<file path="config.mk">
export PLATFORM = sky130hd
export DESIGN_NAME = ex_mem_branch_stage
export DESIGN_NICKNAME = d
export VERILOG_FILES = /design/src/rtl/ex_mem_branch_stage_pkg.sv /design/src/rtl/ex_mem_branch_stage_squash_ctrl.sv /design/src/rtl/ex_mem_branch_stage.sv
export SDC_FILE = /design/constraint.sdc
export NUM_CORES = 1
export LEC_CHECK = 0
export ABC_AREA = 1
export CORE_MARGIN = 1.5
export CORE_UTILIZATION = 45
export DETAILED_ROUTE_END_ITERATION = 8
export HOLD_SLACK_MARGIN = 0.12
export PLACE_DENSITY = 0.86
export SYNTH_ARGS = -nofsm -noshare
export SYNTH_HDL_FRONTEND = slang
export SYNTH_HIERARCHICAL = 1
export SYNTH_SLANG_ARGS = --single-unit
</file>
<file path="constraint.sdc">
create_clock -name clock -period 4.2 [get_ports clock]
set_input_delay 0.84 -clock clock [delete_from_list [all_inputs] [get_ports clock]]
set_output_delay 0.84 -clock clock [all_outputs]
set_load 0.005 [all_outputs]
</file>
<file path="src/rtl/ex_mem_branch_stage_pkg.sv">
// Shared constants for the EX/MEM boundary: opcodes, link register, squash FSM states.
package ex_mem_branch_stage_pkg;

    localparam logic [4:0] OP_RTYPE = 5'b00000;
    localparam logic [4:0] OP_ADDI  = 5'b00101;
    localparam logic [4:0] OP_SW    = 5'b00111;
    localparam logic [4:0] OP_LW    = 5'b01000;
    localparam logic [4:0] OP_BNE   = 5'b00010;
    localparam logic [4:0] OP_BLT   = 5'b00110;
    localparam logic [4:0] OP_JAL   = 5'b00011;

    localparam logic [4:0] LINK_REG = 5'd31;

    typedef enum logic {
        ST_RUN    = 1'b0,
        ST_SQUASH = 1'b1
    } sq_state_e;

    // Opcodes that produce a register writeback (before the rd==0 filter).
    function automatic logic op_writes(input logic [4:0] op);
        return (op == OP_RTYPE) || (op == OP_ADDI) || (op == OP_LW) || (op == OP_JAL);
    endfunction

endpackage

</file>
<file path="src/rtl/ex_mem_branch_stage_squash_ctrl.sv">
// Wrong-path squash FSM: after a taken branch, drops the next WRONG_PATH
// non-stalled slots, then returns to normal execution.
module squash_ctrl
    import ex_mem_branch_stage_pkg::*;
#(
    parameter int WRONG_PATH = 3
) (
    input  logic clock,
    input  logic reset,
    input  logic advance,
    input  logic taken,
    output logic squash
);

    sq_state_e  state_q, state_d;
    logic [2:0] cnt_q, cnt_d;

    // State and counter registers; reset may land mid-squash and clears it.
    always_ff @(posedge clock or posedge reset) begin
        if (reset) begin
            state_q <= ST_RUN;
            cnt_q   <= 3'd0;
        end else begin
            state_q <= state_d;
            cnt_q   <= cnt_d;
        end
    end

    // Next-state: only non-stalled cycles move the FSM or consume a squash slot.
    always_comb begin
        state_d = state_q;
        cnt_d   = cnt_q;
        if (advance) begin
            case (state_q)
                ST_RUN: begin
                    if (taken) begin
                        state_d = ST_SQUASH;
                        cnt_d   = 3'(WRONG_PATH);
                    end
                end
                ST_SQUASH: begin
                    cnt_d = cnt_q - 3'd1;
                    if (cnt_q == 3'd1) state_d = ST_RUN;
                end
                default: state_d = ST_RUN;
            endcase
        end
    end

    assign squash = (state_q == ST_SQUASH);

endmodule

</file>
<file path="src/rtl/ex_mem_branch_stage.sv">
// EX/MEM pipeline latch with bne/blt resolution, registered PC redirect and
// wrong-path squashing; the whole latch freezes while the memory stage stalls.
module ex_mem_branch_stage
    import ex_mem_branch_stage_pkg::*;
#(
    parameter int WRONG_PATH = 3,
    parameter int PC_W       = 32
) (
    input  logic            clock,
    input  logic            reset,
    input  logic            in_valid,
    input  logic [4:0]      in_opcode,
    input  logic [4:0]      in_aluop,
    input  logic [4:0]      in_rd,
    input  logic [PC_W-1:0] in_pc,
    input  logic [16:0]     in_imm,
    input  logic [31:0]     in_store_data,
    input  logic [31:0]     alu_result,
    input  logic            alu_ne,
    input  logic            alu_lt,
    input  logic            mem_stall,
    output logic            in_ready,
    output logic            out_valid,
    output logic [4:0]      out_opcode,
    output logic [4:0]      out_rd,
    output logic            out_we,
    output logic [31:0]     out_result,
    output logic [31:0]     out_store_data,
    output logic            branch_taken,
    output logic [PC_W-1:0] branch_target
);

    logic            squash, live, cond, taken, we_d;
    logic [4:0]      rd_d;
    logic [PC_W-1:0] pc_inc, target_d;
    logic [31:0]     result_d;

    // The ALU opcode has no consumer past EX.
    logic unused_aluop;
    assign unused_aluop = ^in_aluop;

    logic            valid_q, we_q, taken_q;
    logic [4:0]      opcode_q, rd_q;
    logic [31:0]     result_q, sdata_q;
    logic [PC_W-1:0] target_q;

    squash_ctrl #(.WRONG_PATH(WRONG_PATH)) u_squash (
        .clock  (clock),
        .reset  (reset),
        .advance(!mem_stall),
        .taken  (taken),
        .squash (squash)
    );

    // Branch resolution, link value and writeback qualification for the incoming slot.
    always_comb begin
        live     = in_valid && !squash;
        cond     = ((in_opcode == OP_BNE) && alu_ne) || ((in_opcode == OP_BLT) && alu_lt);
        taken    = live && cond;
        pc_inc   = in_pc + PC_W'(1);
        target_d = pc_inc + {{(PC_W-17){in_imm[16]}}, in_imm};
        rd_d     = (in_opcode == OP_JAL) ? LINK_REG : in_rd;
        result_d = (in_opcode == OP_JAL) ? 32'(pc_inc) : alu_result;
        we_d     = live && op_writes(in_opcode) && (rd_d != 5'd0);
    end

    // EX/MEM latch: holds on stall, but the redirect pulse never lingers across one.
    always_ff @(posedge clock or posedge reset) begin
        if (reset) begin
            valid_q  <= 1'b0;
            we_q     <= 1'b0;
            taken_q  <= 1'b0;
            opcode_q <= 5'd0;
            rd_q     <= 5'd0;
            result_q <= 32'd0;
            sdata_q  <= 32'd0;
            target_q <= '0;
        end else if (mem_stall) begin
            taken_q  <= 1'b0;
        end else begin
            valid_q  <= live;
            we_q     <= we_d;
            taken_q  <= taken;
            opcode_q <= in_opcode;
            rd_q     <= rd_d;
            result_q <= result_d;
            sdata_q  <= in_store_data;
            target_q <= target_d;
        end
    end

    assign in_ready       = !mem_stall;
    assign out_valid      = valid_q;
    assign out_we         = we_q;
    assign out_opcode     = opcode_q;
    assign out_rd         = rd_q;
    assign out_result     = result_q;
    assign out_store_data = sdata_q;
    assign branch_taken   = taken_q;
    assign branch_target  = target_q;

endmodule

</file>
======== Yosys cells after proc, flatten, opt, wreduce, memory -nomap -nowiden ========
Index checks and enable logic that the tools add are counted.
word-level totals
  register bits ........................... 113
operators by class
  $add $sub $neg .......................... 3
  eq/ne operators ......................... 7
  multiplexer cells ....................... 8
  bitwise logic cells ..................... 2
  reductions and logical operators ........ 15
operator list
  cell                                                                   count
  32-bit by 1-bit adder with 32-bit output, second input constant        1
  32-bit adder                                                           1
  32-bit two-way mux                                                     1
  5-bit by 2-bit equality test with 1-bit output, second input constant  2
  5-bit by 3-bit equality test with 1-bit output, second input constant  2
  1-bit logical AND                                                      6
  3-bit one-hot mux with 2 select lines                                  1
  5-bit by 4-bit equality test with 1-bit output, second input constant  1
  5-bit logical NOT                                                      1
  5-bit two-way mux                                                      1
  5-bit nonzero test                                                     1
  1-bit logical OR                                                       4
  3-bit by 1-bit equality test with 1-bit output, second input constant  1
  1-bit two-way mux                                                      3
  3-bit two-way mux                                                      1
  3-bit by 1-bit subtractor with 3-bit output, second input constant     1
  1-bit logical NOT                                                      2
  2-bit != test, second input constant                                   1
  1-bit inverter                                                         2
  1-bit one-hot mux with 2 select lines                                  1
  2-bit AND reduction                                                    1

======== Longest topological paths before layout ========
Gate-level depths: netlist of run 1.
  word-level depth ........................ 6
  mapped depth ............................ 25
  mapped depth without buffers ............ 25

======== Modules after synthesis ========
Netlist of run 1, hierarchy kept.
modules (own cells, without submodules)
  module               instances  cells an instance  area an instance (µm²)  sequential area each (µm²)
  ex_mem_branch_stage  1          1164               7712.4                  2727.6
  squash_ctrl          1          28                 220.2                   100.1

======== Worst setup path before layout of run 1 ========
OpenSTA, ideal clock, no wires.
  kind .................................... input to register
  from .................................... in in_pc[0]
  to ...................................... reg target_q[27], in the netlist branch_target[27]
  data arrival time ....................... 2.876 ns
  data required time ...................... 4.082 ns
  path slack .............................. 1.206 ns
  stages .................................. 21
  cell sequence ........................... ha_1 nand2_2 inv_2 nand2_2 nor2_4 inv_2 nor2_4 nand2_1 xor2_1 inv_1 ha_1 nand2_1 inv_1 nand2_1 nand2_1 a21oi_1 nor2_1 nor2_1 nand3_1 nand3_1 nand2_1
between the ends
  word-level cells in the longest chain between the ends .. 2
ends and longest elaborated chain
  item                                      RTL line                   RTL
  start: declaration                        ex_mem_branch_stage.sv:15  input logic [PC_W-1:0] in_pc,
  32-bit by 1-bit adder with 32-bit output  ex_mem_branch_stage.sv:60  pc_inc = in_pc + PC_W'(1);
  32-bit adder                              ex_mem_branch_stage.sv:61  target_d = pc_inc + {{(PC_W-17){in_imm[16]}}, in_imm};
  end signal: assignment                    ex_mem_branch_stage.sv:88  target_q <= target_d;
  end: declaration                          ex_mem_branch_stage.sv:45  logic [PC_W-1:0] target_q;
No other way between the ends.
A chain may end at the register's enable or synchronous reset.

======== Worst setup path in the final report of run 1 ========
  from .................................... in in_pc[1]
  to ...................................... reg target_q[30], in the netlist branch_target[30]
The elaborated chain is that of the path after synthesis.

==> summary.md, run 1 <==
| Metric | Value |
|---|---|
| Final Hold Vio Count | `0` |
| CTS Hold Bufs | `0` |
| Slew HR | `0.398` |
| Worst clock skew | `roughly 2.7 ps` |
| CP top delay family | `simple AND/OR/NAND/NOR gates` |
| FF+latch area | `between 2000 and 3000 sq um` |
| Setup CP Type | `primary input to flip-flop` |
| Total CTS buffers | `17` |
| Hold Path Class | `flip-flop to flip-flop` |
| Netlist Area Pre-Place | `7930 sq um` |
| Nature of the critical path endpoint | `flip-flop` |
| RSZ-0062 raised after global routing | `no` |
| Die Span Y | `about 140 microns` |
| P_int | `2570 uW` |
| Pre-antenna DRT Iters | `6` |
| Setup crit start | `in_pc[1]` |
| Clock-pin slew on the worst setup and hold paths | `60 ps` |
| Cell taking the most area after synthesis | `dfrtp_1` |
| First-pass GRT wire length | `38.9 mm` |
| Switch share | `0.313` |
| # diodes | `0` |
| Logic gate share of total power | `0.280` |
| Dpl cells | `1633` |
| DP HPWL | `18.8 mm` |
| Vias in the first global route | `between 8k and 9k` |
| # port buffers | `~240` |
| Most frequent cells in the layout | `489 x nand2_1, 237 x clkdlybuf4s50_1, 138 x inv_1, 113 x dfrtp_1, 90 x nor2_1` |
| Full die area | `about 18000 sq um` |
| R2r setup slk | `2740 ps` |
| Clock network power share | `0.370` |
| Hold Startpoint | `branch_target[10]` |
| Register area share after synthesis | `0.356` |
| GRT Total Usage | `0.270` |
| Multi-input gate area | `4440 sq um` |
| Postcts setup bufs | `0` |
| Synthesized area per cell | `around 6.7 sq um` |
| Max Fclk | `0.272 GHz` |
| Hold slack | `475 ps` |
| DIE WIDTH | `136 microns` |
| Sequential share of power | `0.349` |
| Routed vias | `8443` |
| Data arrival time of the critical path | `3980 ps` |
| ANT nets after route | `0` |
| Cell Pwr Density | `337 nW/um^2` |
| Clk sink count | `roughly 110` |
| LEAKAGE | `0.00558 uW` |
| Count of cell types in the netlist | `39` |
| Non-Filler Instances | `around 1.7k` |
| Initial antenna violation count | `0` |
| Dpl cell area | `10500 sq um` |
| Ranking of synthesized cells by area | `dfrtp_1 36%, nand2_1 23%, inv_1 6.6%` |
| CTS Root Cell | `clkbuf_16` |
| Fill count | `1505` |
| Sw power | `1170 uW` |
| Core area | `17200 sq um` |
| Clk_lat worst skew | `420 ps` |
| Cell Rows | `48` |
| Status | `complete, no violations` |
| WP data required | `4510 ps` |
| Maximum fanout along the worst path | `4` |
| Clock Tree Buf Depth | `2` |
| Final worst path period share | `0.874` |
| Buf/Inv on CP | `2` |
| Syn Nets | `1368` |
| Final Critical Period | `3670 ps` |
| Grt total ovfl | `0` |
| TNS Setup | `0 ps` |
| Post-route cell area | `between 10000 and 15000 sq um` |
| Commonest non-fill, non-tap cell in the layout | `nand2_1` |
| Initial Util | `0.460` |
| Synthesis Warnings | `6` |
| Largest net degree at the start of global routing | `67` |
| CTS tree | `done` |
| Post-cts sizing count | `0` |
| Via/cell ratio | `5.07` |
| Seq cells post-synth | `113` |
| Layout cell share with drive strength beyond 1 | `0.0590` |
| Number of max-cap violations | `0` |
| Top cell by count, worst path | `nand2_1` |
| Layout area overhead | `40.0%` |
| FF-to-FF Start | `u_squash/squash` |
| Setup violations, final | `0` |
| CP cell instances | `clkdlybuf4s50_1 -> ha_1 -> nand2_2 -> nor2_1 -> nand2_1 -> nor2_2 -> xnor2_1 -> clkinv_1 -> ha_1 -> nand2_1 -> nor2_1 -> and2_1 -> nand2_1 -> nand2_1 -> nand3_1 -> nand2_1 -> nand2_1 -> nand3_1 -> nand2_1` |
| Cell count of the worst reg-to-reg path | `7` |
| IO Pins | `244` |
| Post-synth top area share | `0.356` |
| GPL Wtd Cong | `0.951` |
| WHS Path Cells | `2` |
| Drt drc | `0` |
| Hold path endpoint | `branch_target[10]` |
| H-tree Lvls | `4` |
| Total Wirelength | `24.5 mm` |
| Actual slew at the worst max-slew pin | `901 ps` |
| Crit start category | `primary input` |
| Peak VDD IR | `0.290 mV` |
| Mapped Cells | `1192` |
| DRT iter0 DRCs | `between 500 and 600` |
| Max stage delay on crit path | `between 500 and 600 ps` |
| Routed WL per cell | `roughly 15 microns` |
| Slew Limit Fails | `0` |
| Fin nets | `1603` |
| CP max-delay cell | `clkdlybuf4s50_1` |
| Worst r2r dst | `u_squash/cnt_q[1]` |
[synthesized netlist by cell type]
library cell / count
clkbuf_1: 21
nand2_4: 2
nor2_8: 1
clkinv_1: 1
o211ai_1: 4
a21o_1: 2
dfrtp_1: 113
nand3b_1: 8
xnor2_1: 9
nand3_1: 66
a21oi_1: 62
or2_0: 1
xor2_1: 15
nand4_1: 16
inv_2: 6
inv_1: 139
o21bai_1: 8
o21ai_0: 27
nor3_1: 9
or2_2: 7
nor4_1: 3
o21ai_1: 3
nor3b_2: 1
nand2_2: 10
nor3_2: 3
ha_1: 41
nand4_2: 1
nor2_1: 90
o21bai_2: 1
buf_4: 1
buf_2: 3
or2_1: 1
nor2_4: 5
nor2_2: 6
fa_1: 1
o21a_1: 8
and2_1: 3
nand2_1: 489
buf_1: 5
[sequential cells by signal, summed over array words and instances (netlist names)]
name and cells:
out_rd 5, branch_taken 1, out_valid 1, out_result 32
u_squash/squash 1, branch_target 32, out_store_data 32, u_squash/cnt_q 3
out_we 1, out_opcode 5
[area by class of cell]
cell class / count / share of cell area
well taps: 225 / 0.0253
flip-flops and latches: 113 / 0.255
multi-input cells: 903 / 0.399
repair buffers: 246 / 0.221
inverters: 146 / 0.0496
clock inverters: 15 / 0.0122
clock buffers: 17 / 0.0383
[through the flow]
| step | power, uW | util | setup WS (ps) |
|---|---|---|---|
| detailed placement | 2370 | 0.612 | 165 |
| global placement | 2340 | 0.612 | 211 |
| global route | 3950 | 0.645 | 192 |
| floorplan | 1820 | - | 486 |
| CTS | 3760 | 0.645 | 597 |
| finish | 3740 | 0.645 | 528 |
[kinds of logic after synthesis]
logic type      share of synthesized area
simple gates                        0.385
fa+ha+maj                          0.0672
compound gates                     0.0803
xor+xnor                           0.0265
buf+inv                            0.0842
flops                               0.356
[tightest hold or removal path: cells and delay by family, from the launching register on]
family	cells	cell delay, ps
AND/OR/NAND/NOR	2	110
flip-flops	1	340
[how the worst max path moves through the flow]
stage	slack [ps]	cells after the start	endpoint
after floorplan	490	1	branch_taken
after global placement	210	19	branch_target[29]
after detailed placement	160	19	branch_target[29]
after CTS	600	19	branch_target[29]
after global routing	190	22	branch_target[27]
final	530	19	branch_target[30]
[routing by layer]
layer  part of all wire  GRT usage
met4              0.031      0.106
met2               0.48      0.469
met3              0.069     0.0643
met1               0.42      0.321
met5                  0          0
[power by group through the flow]
| stage | clock [uW] | combinational [uW] | sequential (uW) |
|---|---|---|---|
| after floorplan | 0 | 492 | 1330 |
| after global placement | 0 | 1020 | 1320 |
| after detailed placement | 0 | 1040 | 1320 |
| after CTS | 1400 | 1050 | 1310 |
| after global routing | 1460 | 1170 | 1320 |
| final | 1390 | 1050 | 1310 |
Note: power is estimated with default switching activity, not from simulation.
==> inputs of run 2 (changes only) <==
--- a/config.mk
+++ b/config.mk
@@ -6,6 +6,7 @@
 export NUM_CORES = 1
 export LEC_CHECK = 0
 export ABC_AREA = 1
+export CAP_MARGIN = 20
 export CORE_MARGIN = 1.5
 export CORE_UTILIZATION = 45
 export DETAILED_ROUTE_END_ITERATION = 8
==> constraint.sdc (replaced) <==
create_clock -name clock -period 4.7 [get_ports clock]
set_input_delay 0.94 -clock clock [delete_from_list [all_inputs] [get_ports clock]]
set_output_delay 0.94 -clock clock [all_outputs]
set_load 0.005 [all_outputs]
==> run 2 against run 1 <==
Net effect:
- power fell by 10%
- via count rose by 0.86%
- sequential share of layout area barely moved
- register-to-register slack improved by 540 ps
- hold slack barely moved
- setup slack improved by 370 ps
- critical path type unchanged
- largest power group unchanged
==> summary.md, run 2 (synthesis results as in run 1) <==
| Metric | Value |
|---|---|
| Status | `complete, no violations` |
| IO Pins | `around 240` |
| Vias in the first global route | `8177` |
| Data arrival time of the critical path | `4110 ps` |
| Layout area overhead | `40.1%` |
| Total Wirelength | `24.5 mm` |
| Clock Tree Buf Depth | `2` |
| Cell Rows | `48` |
| ANT nets after route | `0` |
| Final Hold Vio Count | `0` |
| Routed vias | `8516` |
| Dpl cells | `1630` |
| Final Critical Period | `between 3000 and 4000 ps` |
| Grt total ovfl | `0` |
| Buf/Inv on CP | `2` |
| # port buffers | `238` |
| CTS tree | `done` |
| Max stage delay on crit path | `approximately 530 ps` |
| Fill count | `1515` |
| Die Span Y | `136 microns` |
| Setup violations, final | `0` |
| GPL Wtd Cong | `0.959` |
| Clk sink count | `113` |
| LEAKAGE | `0.00557 uW` |
| Initial antenna violation count | `0` |
| CP cell instances | `clkdlybuf4s50_1 -> ha_1 -> nand2_2 -> nor2_1 -> nand2_1 -> nor2_2 -> xnor2_1 -> clkinv_1 -> ha_1 -> nand2_1 -> nor2_1 -> and2_1 -> nand2_1 -> nand2_1 -> nand3_1 -> nand2_1 -> nand2_1 -> nand3_1 -> nand2_1` |
| Via/cell ratio | `5.12` |
| Layout cell share with drive strength beyond 1 | `0.0577` |
| Core area | `between 15000 and 20000 sq um` |
| CP max-delay cell | `clkdlybuf4s50_1` |
| Drt drc | `0` |
| H-tree Lvls | `4` |
| Slew Limit Fails | `0` |
| Routed WL per cell | `14.7 microns` |
| First-pass GRT wire length | `39.7 mm` |
| Clock-pin slew on the worst setup and hold paths | `60 ps` |
| TNS Setup | `0 ps` |
| Total CTS buffers | `17` |
| Crit start category | `primary input` |
| Post-cts sizing count | `0` |
| WP data required | `5010 ps` |
| Slew HR | `0.414` |
| CTS Hold Bufs | `0` |
| Max Fclk | `0.263 GHz` |
| Pre-antenna DRT Iters | `5` |
| Final worst path period share | `0.808` |
| Hold Path Class | `flip-flop to flip-flop` |
| Initial Util | `0.460` |
| DP HPWL | `18.9 mm` |
| Non-Filler Instances | `roughly 1.7k` |
| Full die area | `18400 sq um` |
| Number of max-cap violations | `0` |
| Setup CP Type | `primary input to flip-flop` |
| Fin nets | `1601` |
| Actual slew at the worst max-slew pin | `between 800 and 900 ps` |
| RSZ-0062 raised after global routing | `no` |
| Largest net degree at the start of global routing | `86` |
| CP top delay family | `simple AND/OR/NAND/NOR gates` |
| Top cell by count, worst path | `nand2_1` |
| # diodes | `0` |
| Commonest non-fill, non-tap cell in the layout | `nand2_1` |
| Cell Pwr Density | `302 nW/um^2` |
| Postcts setup bufs | `0` |
| CTS Root Cell | `clkbuf_16` |
| Most frequent cells in the layout | `489 x nand2_1, 237 x clkdlybuf4s50_1, 138 x inv_1, 113 x dfrtp_1, 90 x nor2_1` |
| Maximum fanout along the worst path | `4` |
| Nature of the critical path endpoint | `flip-flop` |
| Peak VDD IR | `0.265 mV` |
| GRT Total Usage | `0.274` |
| Worst clock skew | `1.29 ps` |
| Clk_lat worst skew | `410 ps` |
| DIE WIDTH | `136 microns` |
| DRT iter0 DRCs | `521` |
[run 2: area by class of cell]
cell class              instances  area [sq um]  area share
clock buffers                  18           439      0.0395
inverters                     146           551      0.0495
flip-flops and latches        113          2830       0.254
clock inverters                14           131      0.0118
multi-input cells             903          4440       0.399
well taps                     225           282      0.0253
repair buffers                244          2440       0.220
[run 2: stage by stage]
| step | setup WS [ps] | area (sq um) | total power, uW | utilization | hold slack (ps) |
|---|---|---|---|---|---|
| floorplan | 886 | 7930 | 1630 | - | 467 |
| global placement | 610 | 10500 | 2090 | 0.610 | 460 |
| detailed placement | 559 | 10500 | 2120 | 0.610 | 464 |
| CTS | 1000 | 11100 | 3370 | 0.643 | 479 |
| global route | 590 | 11100 | 3550 | 0.645 | 492 |
| finish | 900 | 11100 | 3360 | 0.645 | 475 |
[run 2: where the power goes]
group / leakage (uW) / switching, uW / internal [uW]
clock: 0.000269 / 504 / 745
combinational: 0.00395 / 467 / 469
sequential: 0.00136 / 73.2 / 1100
total: 0.00557 / 1040 / 2310
[run 2: layer usage]
| metal | vias up | track usage | share of wire |
|---|---|---|---|
| met1 | 3953 | 0.332 | 0.41 |
| met4 | 0 | 0.125 | 0.036 |
| met2 | 303 | 0.466 | 0.49 |
| li1 | 4200 | - | - |
| met3 | 60 | 0.0591 | 0.071 |
| met5 | - | 0 | 0 |
[run 2: worst reg2reg max path, stage by stage, from the launching register on]
cell     delay [ps]
dfrtp_1         420
nor2_1          240
nand4_1         140
nor2_1          150
nand2_1         100
nand2_2         130
nor2_1           50
a21oi_1         110
[run 2: final timing paths]
kind	endpoint	slack [ps]	depth (start not counted)	start
max	branch_target[30]	900	19	in_pc[1]
min reg2reg	branch_target[10]	470	2	branch_target[10]
min in group asynchronous	u_squash/squash	820	2	reset
max reg2reg	u_squash/cnt_q[0]	3280	7	u_squash/squash
min	branch_target[10]	470	2	branch_target[10]
max in group asynchronous	out_result[13]	3000	3	reset
